### src/rtl/agg_pkt_framer.sv
`timescale 1ns/1ps
// agg_pkt_framer
// Re-frames the aggregator's merged word stream (one header word followed by
// payload rows) into sop/eop-marked words and buffers them in a small output
// FIFO. Packets whose header length exceeds MAX_LEN are swallowed whole and
// reported with drop_pulse. Forwarded and dropped packets are counted.
//
// Ports:
//   clk        block clock
//   reset      asynchronous active-low reset
//   in_data    word from the aggregator (header or payload row)
//   in_valid   in_data valid
//   in_ready   framer can accept a word this cycle
//   out_data   framed word (registered FIFO head)
//   out_sop    out_data is a header word
//   out_eop    out_data is the last payload row
//   out_valid  out_data/out_sop/out_eop valid (FIFO not empty)
//   out_ready  downstream accepts the head word
//   drop_pulse one-cycle pulse per dropped packet
//   pkt_count  forwarded packets, wraps
//   drop_count dropped packets, wraps
module agg_pkt_framer #(
  parameter int                        DATA_WIDTH   = 256,
  parameter int                        LENGTH_WIDTH = 16,
  parameter logic [LENGTH_WIDTH-1:0]   MAX_LEN      = 16'h0400,
  parameter int                        FIFO_DEPTH   = 4
) (
  input  logic                  clk,
  input  logic                  reset,
  input  logic [DATA_WIDTH-1:0] in_data,
  input  logic                  in_valid,
  output logic                  in_ready,
  output logic [DATA_WIDTH-1:0] out_data,
  output logic                  out_sop,
  output logic                  out_eop,
  output logic                  out_valid,
  input  logic                  out_ready,
  output logic                  drop_pulse,
  output logic [15:0]           pkt_count,
  output logic [15:0]           drop_count
);

  localparam int CW = $clog2(FIFO_DEPTH) + 1;
  localparam int EW = DATA_WIDTH + 2;
  localparam logic [LENGTH_WIDTH-1:0] ROW_ONE  = {{(LENGTH_WIDTH-1){1'b0}}, 1'b1};
  localparam logic [CW-1:0]           CNT_ZERO = {CW{1'b0}};
  localparam logic [CW-1:0]           CNT_FULL = CW'(FIFO_DEPTH);

  typedef enum logic [1:0] {
    ST_HDR     = 2'd0,
    ST_PAYLOAD = 2'd1,
    ST_DROP    = 2'd2
  } state_t;

  state_t                          state_q, state_d;
  logic [LENGTH_WIDTH-1:0]         row_cnt_q, row_cnt_d;
  logic [FIFO_DEPTH-1:0][EW-1:0]   ent_q, ent_d;
  logic [CW-1:0]                   count_q, count_d;
  logic                            out_valid_q, out_valid_d;
  logic                            drop_pulse_q, drop_pulse_d;
  logic [15:0]                     pkt_count_q, pkt_count_d;
  logic [15:0]                     drop_count_q, drop_count_d;

  logic                            full_s;
  logic                            in_fire_s;
  logic                            pop_s;
  logic                            push_s;
  logic                            push_sop_s;
  logic                            push_eop_s;
  logic [LENGTH_WIDTH-1:0]         len_s;
  logic [LENGTH_WIDTH-1:0]         rows_s;
  logic [CW-1:0]                   wr_idx_s;
  logic [FIFO_DEPTH:0][EW-1:0]     ext_s;

  // In DROP the words are discarded, so a full FIFO must not stall the input.
  assign full_s    = (count_q == CNT_FULL);
  assign in_ready  = reset & (~full_s | (state_q == ST_DROP));
  assign in_fire_s = in_valid & in_ready;
  assign pop_s     = (count_q != CNT_ZERO) & out_ready;
  assign len_s     = in_data[LENGTH_WIDTH-1:0];
  assign rows_s    = (len_s >> 3'd3) + ROW_ONE;

  assign out_data   = ent_q[0][DATA_WIDTH-1:0];
  assign out_eop    = ent_q[0][DATA_WIDTH];
  assign out_sop    = ent_q[0][DATA_WIDTH+1];
  assign out_valid  = out_valid_q;
  assign drop_pulse = drop_pulse_q;
  assign pkt_count  = pkt_count_q;
  assign drop_count = drop_count_q;

  // Framing FSM: header decode, row counting, push control and counters.
  always_comb begin
    state_d      = state_q;
    row_cnt_d    = row_cnt_q;
    push_s       = 1'b0;
    push_sop_s   = 1'b0;
    push_eop_s   = 1'b0;
    drop_pulse_d = 1'b0;
    pkt_count_d  = pkt_count_q;
    drop_count_d = drop_count_q;
    case (state_q)
      ST_HDR: begin
        if (in_fire_s) begin
          row_cnt_d = rows_s;
          if (len_s <= MAX_LEN) begin
            push_s     = 1'b1;
            push_sop_s = 1'b1;
            state_d    = ST_PAYLOAD;
          end else begin
            drop_pulse_d = 1'b1;
            drop_count_d = drop_count_q + 16'd1;
            state_d      = ST_DROP;
          end
        end else begin
          state_d = ST_HDR;
        end
      end
      ST_PAYLOAD: begin
        if (in_fire_s) begin
          push_s    = 1'b1;
          row_cnt_d = row_cnt_q - ROW_ONE;
          if (row_cnt_q == ROW_ONE) begin
            push_eop_s  = 1'b1;
            pkt_count_d = pkt_count_q + 16'd1;
            state_d     = ST_HDR;
          end else begin
            state_d = ST_PAYLOAD;
          end
        end else begin
          state_d = ST_PAYLOAD;
        end
      end
      ST_DROP: begin
        if (in_fire_s) begin
          row_cnt_d = row_cnt_q - ROW_ONE;
          if (row_cnt_q == ROW_ONE) begin
            state_d = ST_HDR;
          end else begin
            state_d = ST_DROP;
          end
        end else begin
          state_d = ST_DROP;
        end
      end
      default: begin
        state_d = ST_HDR;
      end
    endcase
  end

  // Shift-register FIFO: entry 0 is the registered head seen on the outputs.
  // A pop shifts live entries down; a push lands just above the surviving
  // entries. Entry 0 is left untouched when the last word pops, so out_data
  // holds its value while empty.
  always_comb begin
    ext_s    = {{EW{1'b0}}, ent_q};
    wr_idx_s = count_q - {{(CW-1){1'b0}}, pop_s};
    ent_d    = ent_q;
    for (int i = 0; i < FIFO_DEPTH; i++) begin
      if (push_s && (wr_idx_s == CW'(i))) begin
        ent_d[i] = {push_sop_s, push_eop_s, in_data};
      end else if (pop_s && (CW'(i + 1) < count_q)) begin
        ent_d[i] = ext_s[i+1];
      end else begin
        ent_d[i] = ent_q[i];
      end
    end
    count_d     = count_q + {{(CW-1){1'b0}}, push_s} - {{(CW-1){1'b0}}, pop_s};
    out_valid_d = (count_d != CNT_ZERO);
  end

  // State, FIFO and counter registers.
  always_ff @(posedge clk or negedge reset) begin
    if (!reset) begin
      state_q      <= ST_HDR;
      row_cnt_q    <= {LENGTH_WIDTH{1'b0}};
      ent_q        <= {(FIFO_DEPTH*EW){1'b0}};
      count_q      <= CNT_ZERO;
      out_valid_q  <= 1'b0;
      drop_pulse_q <= 1'b0;
      pkt_count_q  <= 16'd0;
      drop_count_q <= 16'd0;
    end else begin
      state_q      <= state_d;
      row_cnt_q    <= row_cnt_d;
      ent_q        <= ent_d;
      count_q      <= count_d;
      out_valid_q  <= out_valid_d;
      drop_pulse_q <= drop_pulse_d;
      pkt_count_q  <= pkt_count_d;
      drop_count_q <= drop_count_d;
    end
  end

endmodule

### config.mk
export PLATFORM = sky130hd
export DESIGN_NAME = agg_pkt_framer
export DESIGN_NICKNAME = d
export VERILOG_FILES = /design/src/rtl/agg_pkt_framer.sv
export SDC_FILE = /design/constraint.sdc
export NUM_CORES = 2
export LEC_CHECK = 0
export ABC_AREA = 1
export CAP_MARGIN = 20
export CORE_AREA = 2 2 436 438
export DETAILED_ROUTE_END_ITERATION = 6
export DIE_AREA = 0 0 438 440
export PLACE_DENSITY = 0.53
export SYNTH_ARGS = -nofsm -noshare
export SYNTH_HDL_FRONTEND = slang
export SYNTH_SLANG_ARGS = --single-unit
### constraint.sdc
create_clock -name clk -period 3.46 [get_ports clk]
set_input_delay 0.692 -clock clk [delete_from_list [all_inputs] [get_ports clk]]
set_output_delay 0.692 -clock clk [all_outputs]
set_load 0.02 [all_outputs]
==> flow_metrics.py <==
metrics = {
    "run_status": {
        "status": "completed",
    },
    "route": {
        "wl_per_cell_um": 18.8,
        "drc": 0,
        "ant_nets": 0,
        "drt_iter0_drc": 4385,
        "wl_um": 188000,
        "first_pass_iters": 5,
        "viasPerCell": 5.04,
        "vias": 50300,
    },
    "cts": {
        "cts.path.max_buffers": 3,
        "cts-resized-gates": 0,
        "cts_hold_buf": 0,
        "cts_max_level": 4,
        "cts_inserted_buffers": 134,
        "root_buffer": "clkbuf_16",
        "post-cts-setup-buffers": 0,
        "clkTransAtPathRegs_ns": 0.06,
        "cts.sinks": 1087,
        "clock_latency_ns": 0.80,
        "cts_tree": "built",
    },
    "grt": {
        "grt_max_degree": 187,
        "first_global_vias": 49500,
        "grt_overflow": 0,
        "grt_pass1_wl_um": 296000,
        "track_usage": 0.192,
        "antenna_found_initial": 13,
    },
    "setup_path": {
        "cp_max_fo": 3,
        "worstSetupStartpointType": "flop",
        "path_class": "flop to output pin",
        "r2r-start": "state_q[0]",
        "arrival_ns": 2.50,
        "cp-end-kind": "output pin",
        "r2r_end": "out_valid",
        "reg2reg_slack_ns": 0.47,
        "reg2reg_depth": 16,
        "critPathRequiredTime_ns": 2.77,
    },
    "sta": {
        "finalHoldViolCount": 0,
        "setup_viol": 0,
        "relSlewSlack": 0.133,
        "fin_worst_skew_ns": 0.0317,
        "setup_ws_ns": 0.265,
        "fin_crit_sh": 0.923,
        "fmax_ghz": 0.313,
        "rsz0062_at_grt": "no",
        "worstMarginPinSlew_ns": 1.30,
        "post-route-min-period_ns": 3.19,
        "fin_tns_setup_ns": 0,
        "drv_slew": 0,
    },
    "cells_and_area": {
        "instances_no_fill": 9997,
        "num-nets-final": 7652,
        "register_area_sq_um": 27200,
        "drive_gt1_frac": 0.0635,
        "utilization": 0.360,
        "area_growth_syn_to_layout_pct": 21.0,
        "nFillCells": 19600,
        "multi_input_area_sq_um": 22100,
    },
    "floorplanning": {
        "core-area_sq_um": 189000,
        "start_util": 0.298,
        "dieArea_sq_um": 193000,
        "rows": 160,
        "ioPinCount": 553,
        "die_w_um": 438,
        "die_y_um": 440,
    },
    "yosys": {
        "synth_ff_type": "dfrtp_1",
        "syn_avg_cell_area_sq_um": 7.69,
        "synth_edf_count": 0,
        "synth_area_sq_um": 56200,
        "synth.net_count": 7582,
        "yosys_register_bits": 1087,
        "synth_most_common_cell": "nand3_1",
        "seq_area_frac_synth": 0.484,
        "yosys.cell_types.count": 30,
        "synth_top_area_cell": "dfrtp_1",
        "synth_commonest_cells": "nand3_1 (2867), nand2_1 (1152), dfrtp_1 (1087)",
        "synthArstFlopShare": 1.00,
        "synth_top_area_share": 0.484,
        "ys_warn_count": 0,
        "syn_inst": 7305,
        "yosys-top-cells-area": "dfrtp_1 (48%), nand3_1 (26%), nand2_1 (7.7%)",
    },
    "placed_design": {
        "port_buffers": 552,
        "preCtsSetupSlack_ns": -0.511,
        "gp_congestion": 0.809,
        "dp_hpwl_um": 118000,
        "place_inst": 9750,
    },
    "power_and_ir_drop": {
        "power_density_nw_per_um2": 540,
        "leakage_uw": 0.0309,
        "power.total_uw": 36700,
        "ir_drop_mv": 0.520,
    },
    "flow_run": {
        "cap_violations": 0,
    },
    "worst_hold_path": {
        "min_path_type": "input pin to async pin",
    },
}
-- final cells by class --
type | instances | area share
repair buffers | 800 | 0.129
flip-flops and latches | 1087 | 0.400
clock inverters | 42 | 0.00865
multi-input cells | 4758 | 0.325
clock buffers | 198 | 0.0579
well taps | 2511 | 0.0462
inverters | 594 | 0.0331
diodes | 7 | 0.000258
-- registers in the layout (all words and copies together) (netlist names) --
register,cells
count_q,3
drop_count,16
drop_pulse,1
ent_q,774
out_data,256
out_eop,1
out_sop,1
out_valid,1
pkt_count,16
row_cnt_q,16
state_q,2
-- critical path, cell delays in order (launching register included) --
cell and delay, ns:
dfrtp_1 0.40, inv_1 0.10, ha_1 0.18, nor2_1 0.07
a21boi_2 0.16, buf_4 0.16, clkdlybuf4s50_1 0.62
-- kinds of logic after synthesis --
logic type / after synthesis / synth area share
buffers and inverters: 1460 / 0.125
flip-flops: 1087 / 0.484
adder cells (fa/ha/maj): 17 / 0.00392
XOR/XNOR: 37 / 0.00577
AO/OA/AOI/OAI: 67 / 0.00628
AND/OR/NAND/NOR: 4637 / 0.375
-- where the power goes --
| part | switching [uW] | internal [uW] |
|---|---|---|
| clock network | 5980 | 8620 |
| registers | 199 | 12900 |
| logic | 6880 | 2080 |
| total | 13100 | 23600 |
-- layout by cell type, fill, tap and decap left out, types with 2 or more instances in the layout --
cell / synthesis / layout
clkinvlp_4: 0 / 3
o21ai_0: 47 / 47
xor2_1: 26 / 26
a21oi_1: 13 / 13
buf_4: 290 / 139
o31ai_1: 2 / 2
clkbuf_16: 0 / 136
nand2_4: 0 / 4
bufinv_16: 0 / 9
nand2_1: 1152 / 1148
clkinv_8: 0 / 2
clkinv_2: 0 / 16
ha_1: 16 / 16
xnor2_1: 11 / 11
inv_6: 0 / 5
inv_8: 0 / 3
nor2_1: 578 / 577
clkbuf_8: 0 / 30
nand3_1: 2867 / 2867
clkdlybuf4s50_1: 0 / 551
nand2_8: 0 / 4
nor3_1: 22 / 22
diode_2: 0 / 7
a22oi_1: 3 / 3
inv_16: 0 / 5
inv_1: 589 / 588
dfrtp_1: 1087 / 1087
nand4_1: 9 / 9
buf_12: 0 / 109
inv_2: 3 / 2
clkbuf_1: 291 / 32
nor2_4: 0 / 2
-- stage by stage --
step	hold WS [ns]	area, sq um
3_3_place_gp	0.480	63400
5_1_grt	0.239	68000
6_report	0.184	68000
2_1_floorplan	0.396	56200
3_5_place_dp	0.487	63400
4_1_cts	0.193	67900
-- worst max-delay path by stage --
| stage | slack, ns | end | from |
|---|---|---|---|
| after floorplan | 0.07 | out_valid | in_data[13] |
| after global placement | -0.57 | out_valid | in_data[0] |
| after detailed placement | -0.51 | out_valid | in_data[0] |
| after CTS | 0.19 | in_ready | state_q[0] |
| after global routing | 0.15 | in_ready | state_q[0] |
| final | 0.27 | in_ready | state_q[0] |
-- layer usage --
layer / up-vias / part of all wire / GRT usage
met5: - / 0.00021 / 0
met4: 6 / 0.031 / 0.0657
met3: 314 / 0.044 / 0.0279
met2: 1263 / 0.49 / 0.321
met1: 24900 / 0.44 / 0.254
li1: 23900 / - / -
(Power assumes the default switching activity.)
